`config.mk`:
```
export PLATFORM = sky130hd
export DESIGN_NAME = barret_inv_1453
export DESIGN_NICKNAME = d
export VERILOG_FILES = /design/src/rtl/barret_inv_1453.sv
export SDC_FILE = /design/constraint.sdc
export NUM_CORES = 1
export LEC_CHECK = 0
export CORE_ASPECT_RATIO = 0.7
export CORE_UTILIZATION = 55
export CTS_CLUSTER_DIAMETER = 150
export CTS_CLUSTER_SIZE = 30
export DETAILED_ROUTE_END_ITERATION = 10
export GPL_ROUTABILITY_DRIVEN = 0
export GPL_TIMING_DRIVEN = 0
export PLACE_DENSITY = 0.76
export RECOVER_POWER = 50
export SYNTH_ARGS = -nofsm -noshare
export SYNTH_HDL_FRONTEND = slang
export SYNTH_SLANG_ARGS = --single-unit
```
`constraint.sdc`:
```
create_clock -name clk -period 26.5 [get_ports clk]
set_clock_uncertainty 0.15 [all_clocks]
set_input_delay 6.625 -clock clk [delete_from_list [all_inputs] [get_ports clk]]
set_output_delay 6.625 -clock clk [all_outputs]
set_load 0.05 [all_outputs]
```
`src/rtl/barret_inv_1453.sv`:
```
// barret_inv_1453: modular inverse modulo 1453 using Fermat's little theorem.
// The block computes a^1451 mod 1453 by square-and-multiply, scanning the
// exponent MSB-first. It performs one modular multiply per cycle, and the
// reduction uses the Barrett method. Operands and results are exchanged
// through valid/ready handshakes.
module barret_inv_1453 (
    input  logic        clk,
    input  logic        rst_n,
    input  logic        in_valid,
    output logic        in_ready,
    input  logic [10:0] din_a,
    output logic        out_valid,
    input  logic        out_ready,
    output logic [10:0] dout_r,
    output logic        dout_err
);
    typedef enum logic [1:0] {IDLE, SQR, MUL, DONE} state_t;

    localparam logic [10:0] EXP     = 11'd1451;   // 0b10110101011
    localparam logic [10:0] MOD11   = 11'd1453;
    localparam logic [23:0] MOD     = 24'd1453;
    localparam logic [23:0] BARRETT = 24'd2886;   // floor(2^22 / 1453)

    state_t      state_q, state_d;
    logic [10:0] a_q, a_d;
    logic [10:0] acc_q, acc_d;
    logic [3:0]  idx_q, idx_d;
    logic [10:0] dout_r_q, dout_r_d;
    logic        dout_err_q, dout_err_d;

    logic [10:0] op_b;
    logic [23:0] x, t, r0, r1, r2;
    logic [10:0] mul_res;
    logic        last_step;

    // Shared multiplier and Barrett reduction. Because t never overestimates
    // the quotient, r0 >= 0, and at most three subtractions bring it below 1453.
    always_comb begin
        op_b    = (state_q == MUL) ? a_q : acc_q;
        x       = 24'(acc_q) * 24'(op_b);
        t       = ((x >> 11) * BARRETT) >> 11;
        r0      = x - t * MOD;
        r1      = (r0 >= MOD) ? r0 - MOD : r0;
        r2      = (r1 >= MOD) ? r1 - MOD : r1;
        mul_res = 11'((r2 >= MOD) ? r2 - MOD : r2);
    end

    // State register
    always_ff @(posedge clk or negedge rst_n) begin
        if (!rst_n) state_q <= IDLE;
        else        state_q <= state_d;
    end

    // Datapath registers: operand, accumulator, bit index and result
    always_ff @(posedge clk or negedge rst_n) begin
        if (!rst_n) begin
            a_q        <= '0;
            acc_q      <= '0;
            idx_q      <= 4'd10;
            dout_r_q   <= '0;
            dout_err_q <= 1'b0;
        end else begin
            a_q        <= a_d;
            acc_q      <= acc_d;
            idx_q      <= idx_d;
            dout_r_q   <= dout_r_d;
            dout_err_q <= dout_err_d;
        end
    end

    // A step finishes the exponent when bit 0 has been handled: a MUL step,
    // or a SQR step on a zero bit
    always_comb begin
        last_step = (idx_q == 4'd0) &&
                    ((state_q == MUL) || (state_q == SQR && !EXP[idx_q]));
    end

    // Next-state logic
    always_comb begin
        state_d = state_q;
        case (state_q)
            IDLE: if (in_valid)  state_d = SQR;
            SQR:  if (EXP[idx_q]) state_d = MUL;
                  else if (last_step) state_d = DONE;
            MUL:  if (last_step) state_d = DONE;
                  else           state_d = SQR;
            DONE: if (out_ready) state_d = IDLE;
            default:             state_d = IDLE;
        endcase
    end

    // Datapath updates. The result is latched on the final step so that it
    // stays stable throughout DONE.
    always_comb begin
        a_d        = a_q;
        acc_d      = acc_q;
        idx_d      = idx_q;
        dout_r_d   = dout_r_q;
        dout_err_d = dout_err_q;
        case (state_q)
            IDLE: if (in_valid) begin
                a_d   = (din_a >= MOD11) ? din_a - MOD11 : din_a;
                acc_d = 11'd1;
                idx_d = 4'd10;
            end
            SQR, MUL: begin
                acc_d = mul_res;
                if (last_step) begin
                    dout_r_d   = mul_res;
                    dout_err_d = (a_q == 11'd0);
                end else if (state_q == MUL || !EXP[idx_q]) begin
                    idx_d = idx_q - 4'd1;
                end
            end
            default: ;
        endcase
    end

    // Output decode
    always_comb begin
        in_ready  = (state_q == IDLE);
        out_valid = (state_q == DONE);
        dout_r    = dout_r_q;
        dout_err  = dout_err_q;
    end
endmodule

```
==> results of run 1 <==
## path summary, 6_finish.rpt
| path | from | end | slack (ns) |
|---|---|---|---|
| min reg2reg | dout_r[7] | dout_r[7] | 0.33 |
| min in group asynchronous | rst_n | a_q[1] | 6.82 |
| max in group asynchronous | rst_n | dout_r[2] | 18.13 |
| max | state_q[0] | acc_q[7] | 3.09 |
| min | dout_r[7] | dout_r[7] | 0.33 |
| max reg2reg | state_q[0] | acc_q[7] | 3.09 |
## stage by stage
stage               setup slack (ns)  hold WS (ns)  std cells  instance area (um2)  utilization [%]
detailed placement              3.48         0.318       2153                15400             59.2
global route                    1.60         0.352       2161                15500             59.9
global placement                3.86         0.320       2153                15400             59.3
finish                          3.09         0.328       2161                15500             59.9
floorplan                       7.10         0.333       1768                14600                -
CTS                             3.32         0.334       2161                15500             59.9
## flip-flops by register name, indices dropped and copies added, names as in the netlist
name / flops
acc_q: 11
state_q: 2
idx_q: 4
dout_r: 11
dout_err: 1
a_q: 11
## worst reg2reg max path: cells and delay by family (launching register included)
kind,cells,cell delay (ns)
adders and majority gates,21,8.22
AOI/OAI and AO/OA,31,7.08
buffers and inverters,19,3.36
xor gates and xnor gates,3,1.82
and+or+nand+nor,12,1.71
muxes,1,0.51
DFF,1,0.43
## layout make-up
type	instances	area, um2
well taps	357	447
fillers	2294	10400
flip-flops and latches	40	1000
clock inverters	2	35.0
clock buffers	6	129
multi-input cells	1324	12100
inverters	358	1340
repair buffers	28	274
plain buffers	46	214
## placed cells by master (no fill, tap or decap), types with 12 or more instances in the layout
cell / instances
nor2b_1: 28
nor2_1: 78
a21oi_1: 70
nand2_1: 147
mux2i_1: 13
dfrtp_1: 38
nand2b_1: 12
xor2_1: 31
and2_1: 51
a31oi_1: 14
inv_1: 358
a21o_1: 19
a211oi_1: 12
fa_1: 167
o21ai_1: 20
clkbuf_1: 36
o21a_1: 20
ha_1: 227
xnor2_1: 65
o21bai_1: 15
nand3_1: 33
and3_1: 14
nor3_1: 25
clkdlybuf4s50_1: 22
o21ai_0: 75
o211ai_1: 15
## metal layers
layer	global-route usage [%]	routed length, um
met2	43.8	16000
met3	4.17	2670
met5	0	0
met1	41.8	17400
met4	2.65	357
## cell families (layout without fill, tap and decap cells)
family	Yosys count	after routing	share of synthesized area [%]
mux	23	23	1.66
xor+xnor	103	103	6.52
simple gates	452	452	15.5
flops	40	40	6.85
compound gates	352	352	16.6
buf+inv	404	440	10.6
fa+ha+maj	394	394	42.2
==> out/results.txt, run 1 <==
The die covers 27,300 um2. In this run the number of cells on the critical path is 87. The count of max-cap constraint violations was 1. After floorplanning, the core was divided into 49 placement rows. Classification of the worst setup path: flop to flop. Headroom to the max-slew limit came out at -45.0%.

The critical path contains buffers and inverters numbering 19 combined. On the worst path, the slowest cell contributes a delay of 0.92 ns. Measured along the x axis, the die boundary spans 197 um. In the routed layout, each cell is associated on average with a via count of 5.81. Counting flops with a built-in enable in the synthesized netlist gives 0. The boundary pin count was 29; the iteration-0 DRC count of the detailed router was 1,106.

TritonCTS built the clock tree. The post-route netlist has 3.88% of its cells at a drive strength greater than 1. Depth of the worst register-to-register path: 87.

Clock transition at the register clock pins on the worst setup and hold paths after CTS: 0.06 ns. The logs give 0.28 ns for the source-to-sink clock delay at the later pin of the worst-skew pair and 26.48 ns for the data required time at the worst endpoint. Gates resized during post-CTS repair numbered 0. The via total after detailed routing came out at 12,600.

The routed design has 36.4 mm of wire. For the data arrival at the endpoint of the critical path, the log shows 23.39 ns. For the final-report max-slew violation count, the log shows 41. Setup total negative slack on the finished layout was measured at 0 ns.

The area growth from synthesis to layout is 6.04%. The tools report the number of different library cells in the post-synthesis netlist as 95. Leading register cell type out of synthesis: dfrtp_1. The tools report the total global-route track usage as 27.9%.

The root buffer cell was clkbuf_16. The first-pass GRT wire length was 62.2 mm. Synthesis inferred 40 register bits.

The H-tree was split into 2 levels. In this run the tool buffered the top-level ports with 28 buffer cells. The logs give 0 for the initial antenna violation count and 40 for the count of clock tree sinks.

Core box area: 25,900 um2. 0 antenna diodes ended up in the layout. The synthesized netlist occupies a cell area of 14,600 um2.

Global routing finished with a remaining overflow of 0. In the post-synthesis netlist, the biggest area contributors are fa_1 23%, ha_1 19%, inv_1 9.2%. Setup violations remaining at the end of the flow were counted as 0.

Entering global routing, the biggest net connects 41 pins. The chip height was 139 um. For the pin with the worst max-slew slack, the measured transition is 2.17 ns. Counting stages on the worst path, the most repeated cell is ha_1. After technology mapping, the gate count stands at 1,768. The hold-critical path depth was 2.

After detailed routing, the number of remaining DRC violations is 0. The number of global-route vias before repair was 12,500. The checks that failed: max-capacitance violations, max-slew violations. Proportion of register bits with asynchronous set or reset after synthesis: 100%. The largest individual stage delay along the critical path comes from the cell xnor2_1. The biggest area contributor in the post-synthesis netlist is fa_1. Post-CTS timing repair inserted 0 buffers for setup. Based on the critical path, the design can be clocked at up to 0.0427 GHz. Counting along the longest clock path gives a buffer depth of 2. STA classifies the critical path startpoint as a flop. For this run, the number of Yosys warnings is 0.

Setup repair after global routing left no endpoint under its margin. In this run the biggest area consumer among cell types represents 22.8% of the synthesized area. The wire-length estimate of the detail-placed layout is 31.1 mm. Sorting the synthesized cells by how often they occur yields 358 x inv_1, 227 x ha_1, 167 x fa_1, 147 x nand2_1, 78 x nor2_1. The worst setup path is captured at a flop. After clock tree synthesis, the flow added hold-fix buffers numbering 0. The number of iterations in the first detailed-routing pass was 6; the effective utilization at floorplan was 56.5%. Broken down by cell family, the worst path's largest delay share belongs to adder cells. The average size of a mapped cell is 8.28 um2, and the count of final hold-check violations is 0. The flow ran to the end, but the final reports show violations. The worst path in the final design needs a cycle of 23.41 ns, including I/O delays and setup. Dividing the detail-routed wire length by the instance count gives 16.9 um. The final clock period utilization by the worst path was 88.3%.

The sequential element share of the synthesized area was 6.85%. Along the worst path, the maximum fanout reaches 10. The detail route stage leaves a number of antenna-violating nets equal to 0. Buffers inserted during clock tree synthesis total 5. When the netlist entered floorplanning its net count stood at 2,177. inv_1 is the most common cell in the netlist. The layout net count was 2,212. The kind of path behind the tightest hold check is flop to flop.
Power of run 1 is not shown: default switching activity piles up to over one toggle a cycle in this logic, so the estimate is an artifact.
==> run 2: changes to the inputs <==
CTS_CLUSTER_SIZE = 40   (was 30)
==> results of run 2 <==
Final layout, timing and power as in run 1 (identical DEF).
Power of run 2 is left out for the same reason.
==> run 3: changes to the inputs <==
SKIP_LAST_GASP = 1   (was unset)
==> results of run 3 <==
Final layout, timing and power as in run 1 (identical DEF).
Power of run 3 is left out for the same reason.
==> RTL change 1, RTL diff (settings of run 2) <==
Encoding of `state_t`: now one-hot (4 bits for 4 states).
--- a/src/rtl/barret_inv_1453.sv
+++ b/src/rtl/barret_inv_1453.sv
@@ -16,3 +16,3 @@
 );
-    typedef enum logic [1:0] {IDLE, SQR, MUL, DONE} state_t;
+    typedef enum logic [3:0] {IDLE = 4'b0001, SQR = 4'b0010, MUL = 4'b0100, DONE = 4'b1000} state_t;
 
Function: same outputs for any inputs over 10 cycles, from zero or initial values and one cycle with rst_n low; not proved beyond that.
==> RTL change 1 against run 2 <==
  * The flow still finishes with violations (capacitance limit, slew limit)
  * Global-route usage is 0.21 points higher
  * Routed wire length up 2.7%
  * Area after synthesis grew 1.7%
  * Core utilization grew 0.47 points
  * Design area is 1.5% higher
  * Via count up 2.5%
  * Setup slack improved by 870 ps
  * Sequential cell count grew 2
Power is left out: the tool's default activity adds up to more than one toggle a clock period on the data nets, which glitch-free logic cannot reach.
==> RTL change 1: results (changes against run 2) <==
Top Layer Used met4 (unchanged); drt first pass iters 5 (was 6); share of post-route cells with drive strength above 1 0.0392 (was 0.0388); setup ws final 3960 ps (was 3090 ps); Synth-to-Final Area Change 5.88% (was 6.04%); Data buffer area share 0.0322 (was 0.0314); Filler Cell Count 2329 (was 2294); failing checks capacitance limit, slew limit (unchanged); metal2 WL 15700 microns (was 16000 microns); xor/xnor share of the synthesized area 0.0563 (was 0.0652); DR vias 12900 (was 12600); Metal-1 WL 18000 microns (was 17400 microns); Worst Tran Pin Value 2160 ps (was 2170 ps); ClkCell Share 0.00953 (was 0.0106); Yosys reg bits 42 (was 40); mux cell area share after synthesis 0.00681 (was 0.0166); Arr. time, crit path 22590 ps (was 23390 ps); status finished with violations (unchanged); global routing usage on met2 0.418 (was 0.438); GR met3 Demand/Resource 0.0587 (was 0.0417); final number of hold-violating endpoints 0 (unchanged); count leader, synth inv_1 (unchanged); Ant. Diodes 0 (unchanged); sequential portion of the cell area 0.0669 (was 0.0646); DPL Wire Length 31600 microns (was 31100 microns); met1 usage 0.425 (was 0.418); maximum number of pins on one net before global-route repair 40 (was 41); Root Buffer clkbuf_16 (unchanged); wire per inst 17.0 microns (was 16.9 microns); WL met3 3270 microns (was 2670 microns); #MultiIn Comb 1351 (was 1324); Post-synth top cells inv_1 (357), ha_1 (222), fa_1 (167), nand2_1 (160), a21oi_1 (92) (was inv_1 (358), ha_1 (227), fa_1 (167), nand2_1 (147), nor2_1 (78)); dpl cell area 15600 sq um (was 15400 sq um); pre-CTS setup slack 4460 ps (was 3480 ps); antenna violations before repair 0 (unchanged); Syn Area/Cell 8.26 sq um (was 8.28 sq um); post-synthesis adder-cell area fraction 0.411 (was 0.422); Hold Slack 329 ps (was 328 ps); gr usage total 0.281 (was 0.279); Yosys cell types 99 (was 95); post-synthesis compound-gate area fraction 0.185 (was 0.166); multi-input combinational area share 0.778 (about the same); final std cells w/o fill 2196 (was 2161); Max Cap Viol 1 (unchanged); Non-clk bufs 80 (was 74); post-synthesis sequential area ratio 0.0709 (was 0.0685); first-pass GRT wire length 63400 microns (was 62200 microns); DR iter-0 viols 1127 (was 1106); Critical Path Slowest Stage Cell nor4b_1 (was xnor2_1); Reg2Reg Depth 76 (was 87); Max Root-Sink Buffers 2 (unchanged); Max FO, Critical Path 10 (unchanged); fin. max-slew vios 40 (was 41); synth top area cells fa_1 (22%), ha_1 (19%), inv_1 (9.0%), dfrtp_1 (6.6%), nand2_1 (4.0%) (was fa_1 (23%), ha_1 (19%), inv_1 (9.2%), dfrtp_1 (6.5%), xnor2_1 (3.9%))
RTL change 1: cell types whose count changed in the layout (fill, tap and decap cells not counted), moves of 7 or more:
| cell | before | now |
|---|---|---|
| o21bai_1 | 15 | 23 |
| nor2_1 | 78 | 58 |
| a211o_1 | 3 | 14 |
| a31o_2 | 1 | 8 |
| o21ai_1 | 20 | 2 |
| mux2_2 | 10 | 1 |
| a21oi_1 | 70 | 92 |
| o211ai_1 | 15 | 7 |
| o21a_1 | 20 | 13 |
| nand2_1 | 147 | 160 |
| and2_1 | 51 | 44 |
RTL change 1: final timing paths:
check | startpoint | endpoint
max | state_q[1] | acc_q[10]
min | dout_err | dout_err
max reg2reg | state_q[1] | acc_q[10]
min reg2reg | dout_err | dout_err
max in group asynchronous | rst_n | dout_r[10]
min in group asynchronous | rst_n | a_q[8]
==> RTL change 2, RTL diff (settings of run 2) <==
Made on the original files. Take the reset off `dout_r_q` and load it in a clocked block of its own.
--- a/src/rtl/barret_inv_1453.sv
+++ b/src/rtl/barret_inv_1453.sv
@@ -59,3 +59,2 @@
             idx_q      <= 4'd10;
-            dout_r_q   <= '0;
             dout_err_q <= 1'b0;
@@ -65,5 +64,8 @@
             idx_q      <= idx_d;
-            dout_r_q   <= dout_r_d;
             dout_err_q <= dout_err_d;
         end
+    end
+
+    always_ff @(posedge clk) begin
+        dout_r_q <= dout_r_d;
     end
Formal check against the unedited RTL: no difference found for any inputs over 10 cycles, from zero or initial values and one cycle with rst_n low; that may be too few to reach the edited logic, so the function may still have changed.
==> RTL change 2 against run 2 <==
  * Area after synthesis shrank 1.0%
  * Highest routed layer is now met5
  * Final cell count decreased by 2.4%
  * Setup slack worse by 490 ps
  * Largest cell class unchanged
  * Design area down 1.3%
  * The run still ends with capacitance limit, slew limit left
  * Sequential cell count stayed put
  * Critical path depth decreased by 6
  * Routed wire length is 2.8% lower
  * Global-route usage shrank 0.87 points
  * First-iteration DRC count shrank 4.2%
  * Non-clock buffer count shrank 6
Power is left out: the tool's default activity adds up to more than one toggle a clock period on the data nets, which glitch-free logic cannot reach.
==> RTL change 2: results (changes against run 2) <==
post-synthesis sequential area ratio 0.0730 (was 0.0685); Critical Path Slowest Stage Cell nor3_1 (was xnor2_1); share of post-route cells with drive strength above 1 0.0320 (was 0.0388); Ant. Diodes 0 (unchanged); Filler Cell Count 2292 (was 2294); Crit path largest cell delay 690 ps (was 920 ps); final-stage net count 2187 (was 2212); drt via density 5.86 (was 5.81); Max Cap Viol 1 (unchanged); DRT Wirelength 35400 microns (was 36400 microns); maximum number of pins on one net before global-route repair 30 (was 41); fin. max-slew vios 30 (was 41); status finished with violations (unchanged); Synth async-reset ratio 0.725 (was 1.00); Yosys cell types 89 (was 95); gr usage total 0.270 (was 0.279); vias in the first global route 12100 (was 12500); remaining routing DRC violations 0 (unchanged); max_slew headroom -0.0223 (was -0.450); DPL Wire Length 30300 microns (was 31100 microns); synth top area cells fa_1 (23%), ha_1 (20%), inv_1 (9.5%), dfrtp_1 (4.7%), xnor2_1 (3.9%) (was fa_1 (23%), ha_1 (19%), inv_1 (9.2%), dfrtp_1 (6.5%), xnor2_1 (3.9%)); EDFF count, synth 11 (was 0); DR iter-0 viols 1060 (was 1106); failing checks capacitance limit, slew limit (unchanged); Post-synth top cells inv_1 (367), ha_1 (227), fa_1 (167), nand2_1 (142), a21oi_1 (73) (was inv_1 (358), ha_1 (227), fa_1 (167), nand2_1 (147), nor2_1 (78)); Arr. time, crit path 23770 ps (was 23390 ps)
-- RTL change 2: cell count changes after synthesis, moves of 8 or more --
cell | run 2 | this run
edfxtp_1 | 0 | 11
nor3_1 | 25 | 37
inv_1 | 358 | 367
o21ai_1 | 20 | 2
nor2_1 | 78 | 67
dfrtp_1 | 38 | 27
mux2i_1 | 13 | 5
-- RTL change 2: cell type report --
| class | count | area share |
|---|---|---|
| multi-input cells | 1296 | 0.776 |
| inverters | 367 | 0.0899 |
| flip-flops and latches | 40 | 0.0691 |
| well taps | 331 | 0.0270 |
| repair buffers | 28 | 0.0179 |
| plain buffers | 40 | 0.0111 |
| clock buffers | 7 | 0.00866 |
| clock inverters | 1 | 0.000327 |
-- RTL change 2: critical path, delay by kind of cell, from the launching register on --
kind            cells  cell delay (ps)
buf+inv            17             2560
mux                 1              510
compound gates     30             7590
xor+xnor            3             1190
fa+ha+maj          21             8540
flops               1              420
simple gates        9             2630
-- RTL change 2: path summary, 6_finish.rpt --
check | from | to | slack, ps | cells after the start
max in group asynchronous | rst_n | acc_q[3] | 18750 | 1
min reg2reg | idx_q[1] | idx_q[1] | 380 | 2
min | idx_q[1] | idx_q[1] | 380 | 2
min in group asynchronous | rst_n | a_q[0] | 6560 | 1
max | state_q[0] | dout_r[8] | 2600 | 81
max reg2reg | state_q[0] | dout_r[8] | 2600 | 81
-- RTL change 2: per-layer routing --
layer	vias to the layer above	share of wire	global-route usage
li1	5909	-	-
met1	5947	0.47	0.392
met2	461	0.43	0.422
met3	56	0.086	0.0541
met4	2	0.015	0.0408
met5	-	0.00025	0
-- RTL change 2: cell families after synthesis --
kind of cell | count (synthesis) | share of synthesized area
AND/OR/NAND/NOR | 449 | 0.159
buffers and inverters | 407 | 0.107
adder cells (fa/ha/maj) | 394 | 0.427
AO/OA/AOI/OAI | 337 | 0.161
XOR/XNOR | 99 | 0.0598
flip-flops | 40 | 0.0730
multiplexers | 17 | 0.0128
-- RTL change 2: per-stage QoR --
step	cells	hold WS (ps)	area [sq um]	worst slack, ps
floorplan	1743	333	14500	6740
global placement	2102	366	15200	3480
detailed placement	2102	366	15200	3220
CTS	2110	374	15300	3050
global route	2110	422	15300	1070
finish	2110	378	15300	2600
